File: config.mk
export PLATFORM = sky130hd
export DESIGN_NAME = fifo_stream_reader_flat
export DESIGN_NICKNAME = d
export VERILOG_FILES = /design/src/rtl/fifo_stream_reader_pkg.sv /design/src/rtl/fifo_stream_reader_if.sv /design/src/rtl/fifo_stream_reader_prefetch_buf.sv /design/src/rtl/fifo_stream_reader.sv /design/src/flat_wrapper.sv
export SDC_FILE = /design/constraint.sdc
export NUM_CORES = 1
export LEC_CHECK = 0
export BUFFER_PORTS_ARGS = -buffer_cell sky130_fd_sc_hd__buf_2
export CAP_MARGIN = 20
export CORE_ASPECT_RATIO = 1.1
export CORE_MARGIN = 2
export CORE_UTILIZATION = 29
export CTS_CLUSTER_DIAMETER = 80
export DETAILED_ROUTE_END_ITERATION = 6
export PLACE_DENSITY = 0.48
export RECOVER_POWER = 100
export SYNTH_ARGS = -nofsm -noshare
export SYNTH_HDL_FRONTEND = slang
export SYNTH_SLANG_ARGS = --single-unit
File: constraint.sdc
create_clock -name rclk -period 2.1 [get_ports rclk]
set_input_delay 0.21 -clock rclk [delete_from_list [all_inputs] [get_ports rclk]]
set_output_delay 0.21 -clock rclk [all_outputs]
set_load 0.05 [all_outputs]
File: src/rtl/fifo_stream_reader_pkg.sv
// Shared constants and types for the FIFO stream reader.
// Latency: n/a (declarations only).
// Backpressure: n/a.
package fifo_pkg;

  // Prefetch buffer entries and FIFO read-data latency in cycles
  localparam int BUF_DEPTH  = 3;
  localparam int RD_LATENCY = 1;

  // Buffer pointer / occupancy count (0..BUF_DEPTH)
  typedef logic [1:0] ptr_t;

  // Circular pointer increment, wrapping after BUF_DEPTH-1
  function automatic ptr_t ptr_inc(input ptr_t p);
    return (p == ptr_t'(BUF_DEPTH - 1)) ? ptr_t'(0) : p + 2'd1;
  endfunction

endpackage

File: src/rtl/fifo_stream_reader_if.sv
// FIFO read port plus downstream valid/ready stream, bundled for the reader.
// Latency: n/a (wires only).
// Backpressure: m_ready from the consumer; fifo_empty from the FIFO.
interface fifo_stream_reader_if #(
  parameter int DATA_WIDTH = 8
);
  import fifo_pkg::*;

  logic                  fifo_empty;
  logic [DATA_WIDTH-1:0] fifo_data;
  logic                  fifo_rd_en;
  logic [DATA_WIDTH-1:0] m_data;
  logic                  m_valid;
  logic                  m_ready;
  logic                  m_last;
  ptr_t                  buf_count;

  // Reader side: drains the FIFO and drives the stream
  modport master (
    input  fifo_empty, fifo_data, m_ready,
    output fifo_rd_en, m_data, m_valid, m_last, buf_count
  );

  // FIFO + consumer side
  modport slave (
    output fifo_empty, fifo_data, m_ready,
    input  fifo_rd_en, m_data, m_valid, m_last, buf_count
  );

endinterface

File: src/rtl/fifo_stream_reader_prefetch_buf.sv
// 3-entry circular prefetch store with occupancy count.
// Latency: push visible at o_dout the cycle after the write edge.
// Backpressure: none internally; caller never pushes when full (pop same cycle allowed).
module fifo_prefetch_buf
  import fifo_pkg::*;
#(
  parameter int DATA_WIDTH = 8
) (
  input  logic                  i_clk,
  input  logic                  i_rst,
  input  logic                  i_push,
  input  logic                  i_pop,
  input  logic [DATA_WIDTH-1:0] i_din,
  output logic [DATA_WIDTH-1:0] o_dout,
  output ptr_t                  o_occ
);

  logic [DATA_WIDTH-1:0] r_mem [BUF_DEPTH];
  ptr_t                  r_wptr;
  ptr_t                  r_rptr;
  ptr_t                  r_occ;
  logic                  w_pop;
  logic                  w_push;

  // Pop only real data; a push into a full buffer is accepted only alongside a pop
  assign w_pop  = i_pop && (r_occ != ptr_t'(0));
  assign w_push = i_push && ((r_occ != ptr_t'(BUF_DEPTH)) || w_pop);

  // Storage is deliberately not reset; occupancy gates what is visible
  always_ff @(posedge i_clk) begin
    if (w_push) begin
      r_mem[r_wptr] <= i_din;
    end
  end

  // Pointers and occupancy; simultaneous push+pop leaves the count alone
  always_ff @(posedge i_clk) begin
    if (i_rst) begin
      r_wptr <= '0;
      r_rptr <= '0;
      r_occ  <= '0;
    end else begin
      if (w_push) r_wptr <= ptr_inc(r_wptr);
      if (w_pop)  r_rptr <= ptr_inc(r_rptr);
      case ({w_push, w_pop})
        2'b10:   r_occ <= r_occ + 2'd1;
        2'b01:   r_occ <= r_occ - 2'd1;
        default: r_occ <= r_occ;
      endcase
    end
  end

  assign o_dout = r_mem[r_rptr];
  assign o_occ  = r_occ;

endmodule

File: src/rtl/fifo_stream_reader.sv
// Drains the FIFO read port into a 3-word prefetch buffer and emits a framed stream.
// Latency: first beat valid 2 cycles after the first fifo_rd_en; 1 word/cycle sustained.
// Backpressure: reads stop once buffered + in-flight words reach 3; m_ready never reaches fifo_rd_en.
module fifo_stream_reader
  import fifo_pkg::*;
#(
  parameter int DATA_WIDTH = 8,
  parameter int PKT_LEN    = 16
) (
  input logic                  rclk,
  input logic                  rrst,
  fifo_stream_reader_if.master bus
);

  localparam logic [15:0] LAST_BEAT = 16'(PKT_LEN - 1);

  logic                  r_inflight;
  logic [15:0]           r_beat;
  ptr_t                  w_occ;
  logic [DATA_WIDTH-1:0] w_dout;
  logic                  w_valid;
  logic                  w_pop;
  logic                  w_rd_en;
  logic [2:0]            w_committed;

  // Words already owned by the reader: buffered plus the one still on the FIFO data bus
  assign w_committed = {1'b0, w_occ} + (r_inflight ? 3'(RD_LATENCY) : 3'd0);
  assign w_rd_en     = !rrst && !bus.fifo_empty && (w_committed < 3'(BUF_DEPTH));

  assign w_valid = (w_occ != ptr_t'(0));
  assign w_pop   = w_valid && bus.m_ready;

  // Remember that the FIFO will present a word next cycle
  always_ff @(posedge rclk) begin
    if (rrst) begin
      r_inflight <= 1'b0;
    end else begin
      r_inflight <= w_rd_en;
    end
  end

  // Position of the head word within its packet
  always_ff @(posedge rclk) begin
    if (rrst) begin
      r_beat <= '0;
    end else if (w_pop) begin
      r_beat <= (r_beat == LAST_BEAT) ? 16'd0 : r_beat + 16'd1;
    end
  end

  fifo_prefetch_buf #(
    .DATA_WIDTH(DATA_WIDTH)
  ) u_buf (
    .i_clk (rclk),
    .i_rst (rrst),
    .i_push(r_inflight),
    .i_pop (w_pop),
    .i_din (bus.fifo_data),
    .o_dout(w_dout),
    .o_occ (w_occ)
  );

  assign bus.fifo_rd_en = w_rd_en;
  assign bus.m_data     = w_dout;
  assign bus.m_valid    = w_valid;
  assign bus.m_last     = w_valid && (r_beat == LAST_BEAT);
  assign bus.buf_count  = w_occ;

endmodule

File: src/flat_wrapper.sv
// flat-port wrapper written by rule: the top's interface ports become plain ports
module fifo_stream_reader_flat import fifo_pkg::*;
#(
  parameter int DATA_WIDTH = 8,
  parameter int PKT_LEN    = 16
)
  (rclk, rrst, bus_fifo_empty, bus_fifo_data, bus_m_ready, bus_fifo_rd_en, bus_m_data, bus_m_valid, bus_m_last, bus_buf_count);
  fifo_stream_reader_if #(.DATA_WIDTH(DATA_WIDTH)) bus_i ();
  input logic rclk;
  input logic rrst;
  input wire logic [$bits(bus_i.fifo_empty)-1:0] bus_fifo_empty;
  input wire logic [$bits(bus_i.fifo_data)-1:0] bus_fifo_data;
  input wire logic [$bits(bus_i.m_ready)-1:0] bus_m_ready;
  output wire logic [$bits(bus_i.fifo_rd_en)-1:0] bus_fifo_rd_en;
  output wire logic [$bits(bus_i.m_data)-1:0] bus_m_data;
  output wire logic [$bits(bus_i.m_valid)-1:0] bus_m_valid;
  output wire logic [$bits(bus_i.m_last)-1:0] bus_m_last;
  output wire logic [$bits(bus_i.buf_count)-1:0] bus_buf_count;
  assign bus_i.fifo_empty = bus_fifo_empty;
  assign bus_i.fifo_data = bus_fifo_data;
  assign bus_i.m_ready = bus_m_ready;
  assign bus_fifo_rd_en = bus_i.fifo_rd_en;
  assign bus_m_data = bus_i.m_data;
  assign bus_m_valid = bus_i.m_valid;
  assign bus_m_last = bus_i.m_last;
  assign bus_buf_count = bus_i.buf_count;
  fifo_stream_reader #(.DATA_WIDTH(DATA_WIDTH), .PKT_LEN(PKT_LEN)) u_core (.rclk(rclk), .rrst(rrst), .bus(bus_i));
endmodule
==> flow_summary.json, run 1 <==
{
  "antenna_left": 0,
  "die_area_sq_um": 7790,
  "worst-slew-pin-transition_ns": 0.776,
  "cpLargestDelayFamily": "adder cells",
  "timing.final.max_slew_violations": 0,
  "route.final.wire_length_um": 3730,
  "rsz0062_at_grt": "no",
  "standby_leakage_power_nw": 0.790,
  "drc_errors": 0,
  "final.period_utilization_pct": 95.0,
  "min-delay-start": "bus_fifo_empty",
  "cp.buffers_inverters": 1,
  "antennaDiodeCount": 0,
  "combinationalPowerShare_pct": 7.7,
  "via_count_of_the_first_global_routing_pass": 1332,
  "ys_warn_count": 0,
  "final_hold_viols": 0,
  "power_per_cell_area_nw_per_um2": 777,
  "ys_ff_latch": 49,
  "path_max_fanout": 11,
  "post_route_cells_drive_above_1_share_pct": 13.8,
  "layout_min_cycle_time_ns": 1.99,
  "post_synth_most_frequent_cells": "sky130_fd_sc_hd__dfxtp_1, sky130_fd_sc_hd__edfxtp_1, sky130_fd_sc_hd__nor2_1, sky130_fd_sc_hd__nand2_1, sky130_fd_sc_hd__xnor2_1",
  "p_int_w": 0.00145,
  "arrival_ns": 1.78,
  "cp-end-kind": "primary output",
  "cts_setup_buffers": 0,
  "viasPerCell": 4.60,
  "hold_class": "in2reg",
  "critPathLaunchType": "register",
  "number_of_antenna_violations_at_the_first_check_in_global_routing": 0,
  "cp_cell_sequence": "ha_1, ha_1, a2111oi_4, buf_4",
  "portBuffers": 24,
  "insertion_delay_ns": 0.30,
  "area.growth.synth_to_final_pct": 17.4,
  "critPathMostFrequentCell": "sky130_fd_sc_hd__ha_1",
  "synth_edf_count": 24,
  "hold_path_end": "u_core.r_inflight",
  "cp.required_ns": 1.89,
  "ys_seq_area_share_pct": 59.3,
  "routabilityCongestion": 0.706,
  "number_of_nets_in_the_synthesized_netlist": 202,
  "timing.rr.start": "u_core.u_buf.o_occ[1]",
  "cts_hold_repair.buffers": 0,
  "fmax_mhz": 501,
  "worst_r2r_path_depth": 4,
  "ir_drop_mv": 0.270,
  "synthesis.area_per_instance_sq_um": 11.0,
  "top_area_cells_in_the_synthesized_netlist": "sky130_fd_sc_hd__edfxtp_1, sky130_fd_sc_hd__dfxtp_1, sky130_fd_sc_hd__xnor2_1",
  "timing.clock.skew_ns": 0.00682,
  "wire_length_of_the_first_global_routing_pass_um": 6470,
  "initialDrtViolationCount": 61,
  "detailed_routing_iteration_count_for_the_pre_antenna_repair_pass": 4,
  "detailed_place_hpwl_um": 2650,
  "fraction_of_power_consumed_by_sequential_logic_pct": 55.2,
  "core.rowCount": 32,
  "yosysTopAreaCell": "sky130_fd_sc_hd__edfxtp_1",
  "synth_flop_cell": "sky130_fd_sc_hd__dfxtp_1",
  "grt.overflow.total": 0,
  "floorplan.initialDensity_pct": 29.7,
  "worst_slack_ns": 0.105,
  "syn_inst": 187,
  "maxCapViolCount": 0,
  "synth.lib_cells_used.distinct": 37,
  "die-height_um": 92.4,
  "cts_tree": "built",
  "min_path_cells": 2,
  "netSwitchingFraction_pct": 22.9,
  "nets": 231,
  "yosysMostFrequentCell": "sky130_fd_sc_hd__dfxtp_1",
  "ff2ff_setup_slack_ns": 0.27,
  "htree_num_levels": 2,
  "total_switching_power_w": 0.000430,
  "maxSlewHeadroom_pct": 47.7,
  "run_status": "completed",
  "grt_max_degree": 17,
  "clkPwrFrac_pct": 37.1,
  "regToRegEndpoint": "u_core.u_buf.r_mem[2][7]",
  "setup_viol": 0,
  "core_area_sq_um": 6930,
  "clock-sinks": 49,
  "ios": 25,
  "fin_worst_hold_slack_ns": 0.129,
  "cts_made_buffers": 5,
  "dp_worst_setup_slack_ns": 0.294,
  "vias": 1390,
  "number_of_gates_resized_after_cts": 1,
  "route.detailed.wl_per_inst_um": 12.4,
  "clkTransAtPathRegs_ns": 0.09,
  "fp.dieW_um": 84.3,
  "final_core_utilization_pct": 34.9,
  "totalNegativeSetupSlack_ns": 0,
  "async_reset_ff_share_pct": 0,
  "mappedNetlistArea_sq_um": 2060,
  "cts-root-to-sink-buffers": 2,
  "worst-setup-path-type": "reg2out",
  "slowest_stage": "sky130_fd_sc_hd__dfxtp_2",
  "synth_top_area_share_pct": 35.0,
  "timing.critical_path.slowest_cell_delay_ns": 0.38,
  "grt_use_total_pct": 10.5,
  "cts_root_buffer": "sky130_fd_sc_hd__clkbuf_8"
}
worst max-delay path by stage:
stage                          end                  start  slack, ns  cells past startpoint
finish              bus_fifo_rd_en  u_core.u_buf.o_occ[0]       0.11                      4
CTS                 bus_fifo_rd_en  u_core.u_buf.o_occ[0]       0.02                      4
global placement    bus_fifo_rd_en  u_core.u_buf.o_occ[0]       0.32                      4
detailed placement  bus_fifo_rd_en  u_core.u_buf.o_occ[0]       0.29                      4
global route        bus_fifo_rd_en  u_core.u_buf.o_occ[0]       0.02                      4
floorplan            bus_m_data[0]               register       0.01                      3
placed cells by master (no fill, tap or decap), types with 2 or more instances in the layout:
master                     synthesis  routed
sky130_fd_sc_hd__or4_1             2       2
sky130_fd_sc_hd__nand2_1          14      14
sky130_fd_sc_hd__nand4_1           3       3
sky130_fd_sc_hd__inv_1             7       7
sky130_fd_sc_hd__nand3_1           3       3
sky130_fd_sc_hd__nor3_1            8       7
sky130_fd_sc_hd__clkbuf_8          0       6
sky130_fd_sc_hd__edfxtp_1         24      24
sky130_fd_sc_hd__dfxtp_1          25      24
sky130_fd_sc_hd__ha_1              3       3
sky130_fd_sc_hd__clkbuf_2          1       9
sky130_fd_sc_hd__a21oi_1           9       9
sky130_fd_sc_hd__o31ai_1           2       2
sky130_fd_sc_hd__nor3b_1           2       2
sky130_fd_sc_hd__xnor2_1          12      12
sky130_fd_sc_hd__buf_2             3       3
sky130_fd_sc_hd__buf_4             0       2
sky130_fd_sc_hd__clkbuf_1          3      15
sky130_fd_sc_hd__nor2_1           23      23
sky130_fd_sc_hd__o21ai_0          10      11
sky130_fd_sc_hd__mux2i_1           9       9
sky130_fd_sc_hd__nor4_1            6       6
power groups by stage:
| stage | Sequential, W | Combinational [W] | Clock, W |
|---|---|---|---|
| 2_1_floorplan | 0.00106 | 0.000109 | 0 |
| 3_3_place_gp | 0.00106 | 0.000154 | 0 |
| 3_5_place_dp | 0.00106 | 0.000154 | 0 |
| 4_1_cts | 0.00104 | 0.000155 | 0.000725 |
| 5_1_grt | 0.00104 | 0.000159 | 0.000757 |
| 6_report | 0.00104 | 0.000145 | 0.000696 |
flip-flops by register name (all words and copies together), names as in the netlist, named ones only:
signal / count
u_core.u_buf.r_mem: 24
u_core.r_beat: 16
u_core.u_buf.o_occ: 2
u_core.u_buf.r_rptr: 2
u_core.u_buf.r_wptr: 2
u_core.r_inflight: 1
kinds of logic after synthesis:
kind of cell,after synthesis,synth area share (%)
xor+xnor,13,5.53
fa+ha+maj,3,1.82
flops,49,59.3
buf+inv,14,2.80
compound gates,28,7.96
simple gates,71,18.2
mux,9,4.38
final cells by class:
class,count,area [sq um]
Timing Repair Buffer,29,131
Sequential cell,49,1220
Inverter,7,26.3
Tap cell,85,106
Fill cell,719,4510
Multi-Input combinational cell,124,810
Clock inverter,2,37.5
Clock buffer,6,82.6
routing by layer:
metal / GRT usage [%] / wire (um) / vias to the layer above / share of wire [%]
li1: - / - / 727 / -
met1: 12.8 / 1740 / 636 / 47
met2: 17.7 / 1790 / 22 / 48
met3: 3.03 / 131 / 5 / 3.5
met4: 4.03 / 63 / 0 / 1.7
met5: 0 / 0 / - / 0
through the flow:
step	cell area, sq um	total power, W	cells
after floorplan	2090	0.00117	187
after global placement	2330	0.00121	294
after detailed placement	2330	0.00121	294
after CTS	2450	0.00192	302
after global routing	2420	0.00196	302
final	2420	0.00188	302
No activity file was read; power rests on OpenSTA's default activity.
==> run 2, diff against run 1 <==
- REMOVE_ABC_BUFFERS: default -> 1
==> flow_summary.json, run 2 (same netlist as run 1, synthesis figures left out) <==
{
  "leading_cell_types_in_the_layout_fill_and_taps_excluded": "sky130_fd_sc_hd__dfxtp_1, sky130_fd_sc_hd__edfxtp_1, sky130_fd_sc_hd__nor2_1, sky130_fd_sc_hd__nand2_1, sky130_fd_sc_hd__clkbuf_1",
  "detailed_routing_iteration_count_for_the_pre_antenna_repair_pass": 4,
  "arrival_ns": 1.77,
  "fillers": 724,
  "ios": 25,
  "viasPerCell": 4.76,
  "post_route_cells_drive_above_1_share_pct": 12.9,
  "die-height_um": 92.4,
  "timing.clock.skew_ns": 0.00591,
  "totalNegativeSetupSlack_ns": 0,
  "worst_slack_ns": 0.123,
  "timing.final.max_slew_violations": 0,
  "htree_num_levels": 2,
  "max_ffs_per_register": 24,
  "rsz0062_at_grt": "no",
  "clkTransAtPathRegs_ns": 0.09,
  "antenna_left": 0,
  "wire_length_of_the_first_global_routing_pass_um": 6660,
  "portBuffers": 24,
  "cts_made_buffers": 5,
  "route.final.wire_length_um": 3720,
  "vias": 1437,
  "cts_hold_repair.buffers": 0,
  "grt_use_total_pct": 10.7,
  "floorplan.initialDensity_pct": 29.7,
  "timing.critical_path.slowest_cell_delay_ns": 0.39,
  "antennaDiodeCount": 0,
  "dp_worst_setup_slack_ns": 0.371,
  "core_area_sq_um": 6930,
  "layout_min_cycle_time_ns": 1.98,
  "critPathMostFrequentCell": "sky130_fd_sc_hd__ha_1",
  "maxCapViolCount": 0,
  "cts-root-to-sink-buffers": 2,
  "grt.overflow.total": 0,
  "setup_viol": 0,
  "drc_errors": 0,
  "largest_register": "u_core.u_buf.r_mem",
  "maxSlewHeadroom_pct": 43.0,
  "final.period_utilization_pct": 94.1,
  "route.detailed.wl_per_inst_um": 12.3,
  "place_inst": 294,
  "cts_tree": "built",
  "clock-sinks": 49,
  "biggestRegsByFlops": "u_core.u_buf.r_mem: 24 flops, u_core.r_beat: 16 flops",
  "die_area_sq_um": 7790,
  "cts_root_buffer": "sky130_fd_sc_hd__clkbuf_8",
  "routabilityCongestion": 0.746,
  "via_count_of_the_first_global_routing_pass": 1410,
  "detailed_place_hpwl_um": 2680,
  "initialDrtViolationCount": 62,
  "fmax_mhz": 506,
  "ir_drop_mv": 0.236,
  "cp.required_ns": 1.89,
  "number_of_antenna_violations_at_the_first_check_in_global_routing": 0,
  "cp_cell_sequence": "ha_1, ha_1, a2111oi_1, buf_4",
  "instances_no_fill": 302,
  "power.total_w": 0.00187,
  "cp-end-kind": "primary output",
  "standby_leakage_power_nw": 0.789,
  "area.growth.synth_to_final_pct": 16.0,
  "nets": 231,
  "run_status": "completed",
  "worst-slew-pin-transition_ns": 0.846,
  "grt_max_degree": 17,
  "insertion_delay_ns": 0.30,
  "core.rowCount": 32,
  "hold_class": "in2reg",
  "worst-setup-path-type": "reg2out",
  "final_hold_viols": 0,
  "critPathLaunchType": "register",
  "path_max_fanout": 7,
  "slowest_stage": "sky130_fd_sc_hd__a2111oi_1",
  "fp.dieW_um": 84.3,
  "power_per_cell_area_nw_per_um2": 783
}
run 2: critical path, delay by kind of cell, from the launching register on:
| family | cells | cell delay [ns] |
|---|---|---|
| AOI/OAI and AO/OA | 1 | 0.39 |
| DFF | 1 | 0.36 |
| adders and majority gates | 2 | 0.46 |
| buffers and inverters | 1 | 0.26 |
run 2: through the flow:
| step | instance area (sq um) | hold slack [ns] | utilization [%] |
|---|---|---|---|
| 2_1_floorplan | 2030 | 0.279 | - |
| 5_1_grt | 2390 | 0.0863 | 34.5 |
| 3_5_place_dp | 2300 | 0.415 | 33.2 |
| 6_report | 2390 | 0.0857 | 34.5 |
| 4_1_cts | 2420 | 0.0890 | 34.9 |
| 3_3_place_gp | 2300 | 0.410 | 33.2 |
run 2: final timing paths:
check,from,to,slack (ns),cells past startpoint
worst max-delay path,u_core.r_inflight,bus_fifo_rd_en,0.12,4
worst min-delay path,bus_fifo_empty,u_core.r_inflight,0.09,2
worst min register to register,u_core.r_beat[15],u_core.r_beat[15],0.49,2
worst max register to register,u_core.u_buf.o_occ[0],u_core.u_buf.r_mem[2][2],0.28,5
run 2: final cells by class:
class	instances	area [sq um]	share of cell area, %
Clock inverter	2	37.5	1.57
Clock buffer	6	82.6	3.46
Timing Repair Buffer	29	133	5.55
Sequential cell	49	1220	51.2
Multi-Input combinational cell	124	781	32.7
Inverter	7	26.3	1.10
Tap cell	85	106	4.45
run 2: metal layers:
| layer | track usage [%] | routed length (um) | up-vias |
|---|---|---|---|
| met3 | 3.30 | 155 | 5 |
| met2 | 18.3 | 1850 | 23 |
| met4 | 3.63 | 54 | 0 |
| met1 | 12.7 | 1660 | 683 |
| met5 | 0 | 0 | - |
| li1 | - | - | 726 |
run 2: timing repair:
action	in CTS	in global routing
setup endpoints to repair	0	1
buffers inserted	0	0
resized for setup	0	4
run 2: report_power, final:
part	total, W	switching, W	internal [W]
clock network	0.000690	0.000303	0.000387
registers	0.00103	0.0000130	0.00102
logic	0.000146	0.000107	0.0000384
total	0.00187	0.000423	0.00145
==> run 3, diff against run 2 <==
- ABC_AREA: default -> 1
- PLACE_DENSITY: 0.48 -> 0.47
==> flow_summary.json, run 3 <==
{
  "run_status": "completed",
  "final_core_utilization_pct": 33.6,
  "grt_use_total_pct": 11.4,
  "core.rowCount": 33,
  "nets": 296,
  "largest_register": "u_core.u_buf.r_mem",
  "worst-slew-pin-transition_ns": 0.598,
  "core_area_sq_um": 7390,
  "totalNegativeSetupSlack_ns": 0,
  "ios": 25,
  "biggestRegsByFlops": "u_core.u_buf.r_mem: 24 flops, u_core.r_beat: 16 flops",
  "leading_cell_types_in_the_layout_fill_and_taps_excluded": "sky130_fd_sc_hd__nor2_1, sky130_fd_sc_hd__nand2_1, sky130_fd_sc_hd__inv_1, sky130_fd_sc_hd__dfxtp_1, sky130_fd_sc_hd__edfxtp_1",
  "post_synth_most_frequent_cells": "sky130_fd_sc_hd__nand2_1, sky130_fd_sc_hd__nor2_1, sky130_fd_sc_hd__dfxtp_1, sky130_fd_sc_hd__inv_1, sky130_fd_sc_hd__edfxtp_1",
  "cts-root-to-sink-buffers": 2,
  "post_route_cells_drive_above_1_share_pct": 10.3,
  "clock-sinks": 49,
  "worst_slack_ns": 0.0908,
  "ys_warn_count": 0,
  "layout_min_cycle_time_ns": 2.01,
  "synth_edf_count": 24,
  "ys_seq_area_share_pct": 55.7,
  "die_area_sq_um": 8280,
  "synth.lib_cells_used.distinct": 28,
  "path_max_fanout": 6,
  "initialDrtViolationCount": 69,
  "fillers": 801,
  "floorplan.initialDensity_pct": 29.7,
  "fmax_mhz": 498,
  "antenna_left": 0,
  "final_hold_viols": 0,
  "vias": 1654,
  "power.total_w": 0.00232,
  "route.final.wire_length_um": 4460,
  "wire_length_of_the_first_global_routing_pass_um": 7090,
  "final.period_utilization_pct": 95.7,
  "cts_hold_repair.buffers": 0,
  "yosysMostFrequentCell": "sky130_fd_sc_hd__nand2_1",
  "cts_made_buffers": 5,
  "yosysTopAreaCell": "sky130_fd_sc_hd__edfxtp_1",
  "number_of_antenna_violations_at_the_first_check_in_global_routing": 0,
  "portBuffers": 24,
  "die-height_um": 95.2,
  "via_count_of_the_first_global_routing_pass": 1489,
  "dp_worst_setup_slack_ns": 0.365,
  "ff_latch_area_sq_um": 1220,
  "hold_class": "in2reg",
  "grt_max_degree": 16,
  "synth_top_area_share_pct": 32.9,
  "top_area_cells_in_the_synthesized_netlist": "sky130_fd_sc_hd__edfxtp_1, sky130_fd_sc_hd__dfxtp_1, sky130_fd_sc_hd__nand2_1",
  "layout.cells.most_common": "sky130_fd_sc_hd__nor2_1",
  "drc_errors": 0,
  "synth_flop_cell": "sky130_fd_sc_hd__dfxtp_1",
  "fin_worst_hold_slack_ns": 0.105,
  "insertion_delay_ns": 0.30,
  "ys_ff_latch": 49,
  "max_ffs_per_register": 24,
  "cts_root_buffer": "sky130_fd_sc_hd__clkbuf_8",
  "async_reset_ff_share_pct": 0,
  "mappedNetlistArea_sq_um": 2190,
  "setup_viol": 0,
  "power_per_cell_area_nw_per_um2": 935,
  "syn_inst": 251,
  "route.detailed.wl_per_inst_um": 12.1,
  "maxSlewHeadroom_pct": 60.3,
  "grt.overflow.total": 0,
  "maxCapViolCount": 0,
  "viasPerCell": 4.48,
  "cp-end-kind": "primary output",
  "area.growth.synth_to_final_pct": 13.1,
  "timing.final.max_slew_violations": 0,
  "arrival_ns": 1.80,
  "detailed_place_hpwl_um": 3140,
  "ir_drop_mv": 0.364,
  "multi_input_comb_area_sq_um": 801,
  "detailed_routing_iteration_count_for_the_pre_antenna_repair_pass": 4,
  "antennaDiodeCount": 0,
  "cp.required_ns": 1.89,
  "htree_num_levels": 2,
  "timing.clock.skew_ns": 0.0103,
  "standby_leakage_power_nw": 0.971,
  "worst-setup-path-type": "reg2out",
  "clkTransAtPathRegs_ns": 0.09,
  "routabilityCongestion": 0.773,
  "fp.dieW_um": 86.9,
  "critPathLaunchType": "register",
  "cts_tree": "built",
  "synthesis.area_per_instance_sq_um": 8.74
}
==> run 3: cell types whose count changed after synthesis, moves of 3 or more <==
cell	before	now
sky130_fd_sc_hd__nand2_1	14	49
sky130_fd_sc_hd__nor2_1	23	48
sky130_fd_sc_hd__inv_1	7	25
sky130_fd_sc_hd__a21oi_1	9	22
sky130_fd_sc_hd__xnor2_1	12	0
sky130_fd_sc_hd__mux2i_1	9	0
sky130_fd_sc_hd__o21ai_0	10	1
sky130_fd_sc_hd__nand3_1	3	9
sky130_fd_sc_hd__nor4_1	6	0
sky130_fd_sc_hd__inv_2	0	4
sky130_fd_sc_hd__nor2_2	0	4
sky130_fd_sc_hd__xor2_1	1	5
sky130_fd_sc_hd__buf_2	3	0
==> run 3: worst max-delay path, stage by stage (launching register included) <==
cell and delay, ns:
sky130_fd_sc_hd__dfxtp_1 0.38, sky130_fd_sc_hd__ha_1 0.22, sky130_fd_sc_hd__ha_1 0.29, sky130_fd_sc_hd__a2111oi_2 0.36, sky130_fd_sc_hd__buf_4 0.25
==> run 3: layer usage <==
| metal | vias up | part of all wire (%) | track usage (%) |
|---|---|---|---|
| met1 | 730 | 48 | 14.1 |
| met4 | 0 | 1.8 | 5.08 |
| met3 | 6 | 4.3 | 3.03 |
| met5 | - | 0 | 0 |
| met2 | 36 | 46 | 18.4 |
| li1 | 882 | - | - |
==> run 3: worst paths after layout <==
check / cells past startpoint / end / start / slack [ns]
worst max register to register: 8 / u_core.r_beat[14] / u_core.u_buf.o_occ[0] / 0.26
worst max-delay path: 4 / bus_fifo_rd_en / u_core.u_buf.o_occ[0] / 0.09
worst min-delay path: 2 / u_core.r_inflight / bus_fifo_empty / 0.11
worst min register to register: 2 / u_core.u_buf.r_wptr[1] / u_core.u_buf.r_wptr[1] / 0.47
==> run 3: power breakdown <==
group	internal [W]	switching, W	leakage, nW
registers	0.00105	0.0000492	0.422
clock network	0.000387	0.000319	0.0574
logic	0.000120	0.000390	0.492
==> run 3: stage by stage <==
step | area [sq um] | std cells
after global routing | 2480 | 369
after global placement | 2420 | 361
final | 2480 | 369
after floorplan | 2170 | 247
after detailed placement | 2420 | 361
after CTS | 2540 | 369
==> run 3: timing repair <==
action	4_1_cts	5_1_grt
setup endpoints to repair	0	1
resized for setup	0	4
endpoints found under the hold margin	0	0
buffers inserted	0	0
==> run 3: cells by family after synthesis <==
logic type	synth area share, %
flops	55.7
fa+ha+maj	1.71
buf+inv	5.99
compound gates	8.61
xor+xnor	2.00
simple gates	26.0
==> run 3: layout make-up <==
class	instances	area share (%)
tap	87	4.39
clock buffer	6	3.33
inverter	29	4.39
timing repair buffer	27	4.84
clock inverter	2	1.51
sequential	49	49.2
multi-input combinational	169	32.3
